**config.mk**
```make
export PLATFORM = sky130hd
export DESIGN_NAME = pipe_ctrl_chain
export DESIGN_NICKNAME = d
export VERILOG_FILES = /design/src/rtl/cpu_pipe_pkg.sv /design/src/rtl/pipe_stage_reg.sv /design/src/rtl/pipe_ctrl_chain.sv
export SDC_FILE = /design/constraint.sdc
export NUM_CORES = 1
export LEC_CHECK = 0
export ABC_CLOCK_PERIOD_IN_PS = 4100
export CORE_AREA = 2 2 182 184
export CTS_CLUSTER_DIAMETER = 100
export CTS_CLUSTER_SIZE = 8
export DETAILED_ROUTE_END_ITERATION = 8
export DIE_AREA = 0 0 184 186
export PLACE_DENSITY = 0.79
export SYNTH_ARGS = -nofsm -noshare
export SYNTH_HDL_FRONTEND = slang
export SYNTH_HIERARCHICAL = 1
export SYNTH_SLANG_ARGS = --single-unit
```
**constraint.sdc**
```tcl
create_clock -name clk -period 4.1 [get_ports clk]
set_input_delay 1.025 -clock clk [delete_from_list [all_inputs] [get_ports clk]]
set_output_delay 1.025 -clock clk [all_outputs]
set_load 0.03 [all_outputs]
```
**src/rtl/cpu_pipe_pkg.sv**
```systemverilog
// Shared pipeline constants: stage indices, default geometry, payload field layout
// and the per-slot action type used by the register chain.
package cpu_pipe_pkg;

    // Stage indices of the classic five-stage CPU pipeline registers
    localparam int unsigned STG_IFID  = 0;
    localparam int unsigned STG_IDEX  = 1;
    localparam int unsigned STG_EXMEM = 2;
    localparam int unsigned STG_MEMWB = 3;

    // Default chain geometry
    localparam int unsigned DEF_PWIDTH = 64;
    localparam int unsigned DEF_STAGES = 4;
    localparam int unsigned DEF_CWIDTH = 32;

    // Payload layout used by the CPU top to pack/unpack a stage word
    localparam int unsigned PL_PCNXT_LSB = 0;
    localparam int unsigned PL_PCNXT_W   = 16;
    localparam int unsigned PL_DATA_LSB  = 16;
    localparam int unsigned PL_DATA_W    = 32;
    localparam int unsigned PL_CTRL_LSB  = 48;
    localparam int unsigned PL_CTRL_W    = 16;

    // What a slot does on the next clock edge
    typedef enum logic [1:0] {
        SlotLoad,
        SlotHold,
        SlotBubble
    } slot_op_e;

endpackage

```
**src/rtl/pipe_stage_reg.sv**
```systemverilog
// One pipeline slot (valid, halt, payload). Works out its own hold/kill from the
// stall/flush request vectors (prefix-OR over this stage and every older one)
// and loads, keeps or bubbles accordingly.
module pipe_stage_reg
    import cpu_pipe_pkg::*;
#(
    parameter int unsigned PWIDTH = DEF_PWIDTH,
    parameter int unsigned STAGES = DEF_STAGES,
    parameter int unsigned IDX    = 0
) (
    input  logic              i_clk,
    input  logic              i_rst,
    input  logic              i_freeze,
    input  logic [STAGES-1:0] i_stall_req,
    input  logic [STAGES-1:0] i_flush_req,
    input  logic              i_src_valid,
    input  logic              i_src_halt,
    input  logic [PWIDTH-1:0] i_src_payload,
    input  logic              i_src_bubble,
    output logic              o_hold,
    output logic              o_kill,
    output logic              o_valid,
    output logic              o_halt,
    output logic [PWIDTH-1:0] o_payload
);

    logic              r_valid;
    logic              r_halt;
    logic [PWIDTH-1:0] r_payload;
    slot_op_e          w_op;

    // Shifting by IDX leaves only the requests from this stage and older ones
    assign o_hold = i_freeze | (|(i_stall_req >> IDX));
    assign o_kill = ~i_freeze & (|(i_flush_req >> IDX));

    // Flush outranks stall, stall outranks a bubble coming from upstream
    always_comb begin
        w_op = SlotLoad;
        if (o_kill) begin
            w_op = SlotBubble;
        end else if (o_hold) begin
            w_op = SlotHold;
        end else if (i_src_bubble) begin
            w_op = SlotBubble;
        end
    end

    // Slot contents; bubbles are fully zeroed so they are deterministic
    always_ff @(posedge i_clk or posedge i_rst) begin
        if (i_rst) begin
            r_valid   <= 1'b0;
            r_halt    <= 1'b0;
            r_payload <= '0;
        end else begin
            case (w_op)
                SlotLoad: begin
                    r_valid   <= i_src_valid;
                    r_halt    <= i_src_halt;
                    r_payload <= i_src_payload;
                end
                SlotBubble: begin
                    r_valid   <= 1'b0;
                    r_halt    <= 1'b0;
                    r_payload <= '0;
                end
                default: begin
                    r_valid   <= r_valid;
                    r_halt    <= r_halt;
                    r_payload <= r_payload;
                end
            endcase
        end
    end

    assign o_valid   = r_valid;
    assign o_halt    = r_halt;
    assign o_payload = r_payload;

endmodule

```
**src/rtl/pipe_ctrl_chain.sv**
```systemverilog
// In-order pipeline register chain with per-stage valid, stall, flush and halt-drain.
// Optional perf counters are built only when PIPE_PERF_CNT_EN is defined.
module pipe_ctrl_chain
    import cpu_pipe_pkg::*;
#(
    parameter int unsigned PWIDTH = DEF_PWIDTH,
    parameter int unsigned STAGES = DEF_STAGES,
    parameter int unsigned CWIDTH = DEF_CWIDTH
) (
    input  logic                     clk,
    input  logic                     rst,
    input  logic                     in_valid,
    input  logic                     in_halt,
    input  logic [PWIDTH-1:0]        in_payload,
    output logic                     in_ready,
    input  logic [STAGES-1:0]        stall_req,
    input  logic [STAGES-1:0]        flush_req,
    output logic [STAGES-1:0]        stage_valid,
    output logic [STAGES-1:0]        stage_halt,
    output logic [STAGES*PWIDTH-1:0] stage_payload,
    output logic                     retire,
    output logic                     hlt,
    output logic [CWIDTH-1:0]        cyc_cnt,
    output logic [CWIDTH-1:0]        ret_cnt,
    output logic [CWIDTH-1:0]        stl_cnt,
    output logic [CWIDTH-1:0]        fls_cnt
);

    logic              w_freeze;
    logic [STAGES-1:0] w_hold;
    logic [STAGES-1:0] w_kill;

    // A valid halt in the last slot freezes everything until reset
    assign w_freeze = stage_valid[STAGES-1] & stage_halt[STAGES-1];
    assign hlt      = w_freeze;
    assign in_ready = ~w_hold[0];
    assign retire   = stage_valid[STAGES-1] & ~w_hold[STAGES-1];

    for (genvar i = 0; i < STAGES; i++) begin : g_stage
        logic              w_src_valid;
        logic              w_src_halt;
        logic              w_src_bubble;
        logic [PWIDTH-1:0] w_src_payload;

        if (i == 0) begin : g_head
            assign w_src_valid   = in_valid;
            assign w_src_halt    = in_halt;
            assign w_src_payload = in_payload;
            assign w_src_bubble  = 1'b0;
        end else begin : g_body
            assign w_src_valid   = stage_valid[i-1];
            assign w_src_halt    = stage_halt[i-1];
            assign w_src_payload = stage_payload[(i-1)*PWIDTH +: PWIDTH];
            // Upstream entry that stays put or is wrong-path must not be copied
            assign w_src_bubble  = w_hold[i-1] | w_kill[i-1];
        end

        pipe_stage_reg #(
            .PWIDTH (PWIDTH),
            .STAGES (STAGES),
            .IDX    (i)
        ) u_slot (
            .i_clk         (clk),
            .i_rst         (rst),
            .i_freeze      (w_freeze),
            .i_stall_req   (stall_req),
            .i_flush_req   (flush_req),
            .i_src_valid   (w_src_valid),
            .i_src_halt    (w_src_halt),
            .i_src_payload (w_src_payload),
            .i_src_bubble  (w_src_bubble),
            .o_hold        (w_hold[i]),
            .o_kill        (w_kill[i]),
            .o_valid       (stage_valid[i]),
            .o_halt        (stage_halt[i]),
            .o_payload     (stage_payload[i*PWIDTH +: PWIDTH])
        );
    end

    // Prefix-OR invariant: a hold or kill at stage i implies one at every younger stage
    always_comb begin
        for (int i = 1; i < STAGES; i++) begin
            assert (!(w_hold[i] && !w_hold[i-1]));
            assert (!(w_kill[i] && !w_kill[i-1]));
        end
    end

`ifdef PIPE_PERF_CNT_EN
    logic [CWIDTH-1:0] r_cyc_cnt;
    logic [CWIDTH-1:0] r_ret_cnt;
    logic [CWIDTH-1:0] r_stl_cnt;
    logic [CWIDTH-1:0] r_fls_cnt;

    // Saturating event counters; nothing counts once the chain is frozen
    always_ff @(posedge clk or posedge rst) begin
        if (rst) begin
            r_cyc_cnt <= '0;
            r_ret_cnt <= '0;
            r_stl_cnt <= '0;
            r_fls_cnt <= '0;
        end else begin
            if (!w_freeze && (r_cyc_cnt != '1)) begin
                r_cyc_cnt <= r_cyc_cnt + 1'b1;
            end
            if (retire && (r_ret_cnt != '1)) begin
                r_ret_cnt <= r_ret_cnt + 1'b1;
            end
            if (w_hold[0] && !w_freeze && (r_stl_cnt != '1)) begin
                r_stl_cnt <= r_stl_cnt + 1'b1;
            end
            if ((|flush_req) && !w_freeze && (r_fls_cnt != '1)) begin
                r_fls_cnt <= r_fls_cnt + 1'b1;
            end
        end
    end

    assign cyc_cnt = r_cyc_cnt;
    assign ret_cnt = r_ret_cnt;
    assign stl_cnt = r_stl_cnt;
    assign fls_cnt = r_fls_cnt;
`else
    assign cyc_cnt = '0;
    assign ret_cnt = '0;
    assign stl_cnt = '0;
    assign fls_cnt = '0;
`endif

endmodule

```
==> metrics.log <==
[metrics] critical register-to-register path startpoint: g_stage[3].u_slot/o_valid
[metrics] number of antenna violations at the first check in global routing: 2
[metrics] smallest setup slack after layout: 0.583 ns
[metrics] number of endpoints failing setup at the final stage: 0
[metrics] Worst Hold Endpoint: g_stage[3].u_slot/o_payload[45]
[metrics] unrepaired setup endpoints after global routing: no
[metrics] largest stage delay on the critical path: 0.67 ns
[metrics] Final Hold Fails: 0
[metrics] IR drop worst, VDD: 0.206 mV
[metrics] input/output buffers: 342
[metrics] die outline width: 184 um
[metrics] worst min-delay path category: reg2reg
[metrics] maximum count of clock buffers along a single path: 3
[metrics] time the worst path needs with I/O delays and setup: 3.52 ns
[metrics] weighted congestion reported at the end of routability-driven placement: 0.867
[metrics] area growth from synthesis to final layout: 33.3%
[metrics] count of yosys warnings during synthesis: 6
[metrics] register cell area after layout: 0.00661 sq mm
[metrics] Max-slew headroom: 14.9%
[metrics] setup slack of the worst register-to-register path: 1.42 ns
[metrics] violation count after the first detailed-routing iteration: 726
[metrics] Worst-Skew Late Latency: 0.50 ns
[metrics] number of detailed-routing iterations run before antenna repair: 5
[metrics] final slew viol count: 0
[metrics] clk slew on worst S/H paths: 0.04 ns
[metrics] Power per Cell Area: 359 mW/mm^2
[metrics] Top Ports: 471
[metrics] Filler cells: 2865
[metrics] clock skew after layout: 0.0186 ns
[metrics] Setup TNS: 0 ns
[metrics] highest clock frequency the design can meet: 0.284 GHz
[metrics] hold path start: g_stage[3].u_slot/o_payload[45]
[metrics] Reg-to-Reg End: g_stage[1].u_slot/o_payload[49]
[metrics] final instance count without filler cells: 1836
[metrics] crit path launch type: input pin
[metrics] routed length per instance: 21.5 um
[metrics] maximum number of pins on one net before global-route repair: 67
[metrics] CP Cell Sequence: clkdlybuf4s50_1 -> or2_2 -> nor2b_1 -> clkdlybuf4s50_1
[metrics] Die Span Y: 186 um
[metrics] HPWL reported at the end of detailed placement: 25400 um
[metrics] floorplan die area: 0.0342 sq mm
[metrics] antenna-violating nets left: 0
[metrics] total number of vias: 9990
[metrics] number of cells in the design after placement: 1794
[metrics] total number of clock tree sinks: 264
[metrics] run status: finished, final reports clean
[metrics] leakage power summed over all cells: 6.79 nW
[metrics] number of cells traversed by the worst hold path: 1
[metrics] remaining global-route overflow: 0
[metrics] final WL: 39400 um
[metrics] placement row count: 66
[metrics] vias in the first global route: 9639
[metrics] area taken by multi-input logic gates: 0.00437 sq mm
[metrics] Total Nets Final: 1502
[metrics] Core Area: 0.0322 sq mm
[metrics] Avg Synthesized Cell Area: 10.7 sq um
[metrics] Post-Syn Area: 0.0121 sq mm
[metrics] slowest CP cell: sky130_fd_sc_hd__clkdlybuf4s50_1
[metrics] number of maximum-capacitance violations: 0
[metrics] highest fanout seen on the critical path: 2
[metrics] Worst Path Required: 3.07 ns
[metrics] ratio of final minimum period to clock period: 85.8%
[metrics] worst slack after detailed placement: 0.410 ns
[metrics] GRT Util Overall: 22.1%
[metrics] type of the worst setup path: in2out
[metrics] CTS tree: yes
[metrics] TritonCTS Buffers: 38
[metrics] worst-margin pin slew: 1.27 ns
[metrics] H-tree depth: 2
[metrics] fraction of final layout cells with drive strength greater than 1: 6.45%
[metrics] # hold bufs at CTS: 0
[metrics] Worst Reg2Reg Path Length in Cells: 7
[metrics] number of cells produced by synthesis: 1128
[metrics] ratio of routed vias to standard cells: 5.44
[metrics] first-pass GRT wire length: 58300 um
[metrics] element type at the critical path end: output pin
[metrics] DRC violations left: 0
[metrics] post-cts repair resize count: 0
[metrics] signal arrival time at the worst endpoint: 2.49 ns
[metrics] starting density of the core: 37.5%
[metrics] CTS Root Buffer Type: sky130_fd_sc_hd__clkbuf_16
[metrics] cell type with the highest occurrence count on the critical path: sky130_fd_sc_hd__clkdlybuf4s50_1
[metrics] post-CTS setup buffer count: 0
-- routing by layer --
layer / vias up / GRT usage, % / wire, um
li1: 4324 / - / -
met2: 578 / 36.9 / 19400
met4: 0 / 10.7 / 1770
met3: 119 / 3.64 / 2820
met5: - / 0 / 0
met1: 4969 / 28.0 / 15500
-- state kept, by name, summed over array words and instances (netlist names) --
signal and cells:
g_stage.u_slot/o_payload 256, g_stage.u_slot/o_halt 4, g_stage.u_slot/o_valid 4
-- worst max path at each step --
stage / startpoint / to
2_1_floorplan: g_stage[3].u_slot/o_valid / retire
3_3_place_gp: flush_req[3] / g_stage[3].u_slot/o_payload[35]
3_5_place_dp: flush_req[3] / g_stage[1].u_slot/o_payload[36]
4_1_cts: stall_req[3] / retire
5_1_grt: stall_req[3] / retire
6_report: stall_req[3] / retire
-- where the power goes --
| group | total, mW | switching, mW | internal, mW |
|---|---|---|---|
| Clock | 2.71 | 1.05 | 1.66 |
| Combinational | 0.464 | 0.368 | 0.0961 |
| Sequential | 2.61 | 0.000640 | 2.61 |
| Total | 5.79 | 1.42 | 4.37 |
-- critical path, delay by kind of cell --
family,cells,cell delay (ns)
buffers and inverters,2,1.09
and+or+nand+nor,2,0.38
-- metrics by stage --
step	total power, mW	cell area, sq um	hold WS (ns)	utilization [%]
final	5.79	16100	0.495	50.0
after global routing	5.98	16100	0.512	50.0
after CTS	5.84	16100	0.498	50.0
after detailed placement	3.11	15100	0.481	46.9
after global placement	3.11	15100	0.481	46.9
after floorplan	3.06	12600	0.484	-
-- area by class of cell --
class                      instances  share of cell area [%]
clock buffer                      39                    6.06
multi-input combinational        750                    27.1
sequential                       264                    41.0
antenna                            2                  0.0311
tap                              408                    3.17
timing repair buffer             366                    22.4
inverter                           6                   0.171
clock inverter                     1                  0.0544
-- cells in the final DEF (no fill, tap or decap), types with 25 or more instances in the layout --
master,instances
sky130_fd_sc_hd__clkdlybuf4s50_1,341
sky130_fd_sc_hd__dfrtp_1,264
sky130_fd_sc_hd__a21oi_1,132
sky130_fd_sc_hd__conb_1,131
sky130_fd_sc_hd__nand2_1,99
sky130_fd_sc_hd__a22o_1,96
sky130_fd_sc_hd__nand4b_1,66
sky130_fd_sc_hd__nand3b_1,66
sky130_fd_sc_hd__o21ai_0,58
sky130_fd_sc_hd__o21ai_1,40
sky130_fd_sc_hd__clkbuf_16,39
sky130_fd_sc_hd__nand3_1,32
sky130_fd_sc_hd__buf_4,25
(Power assumes the default switching activity.)
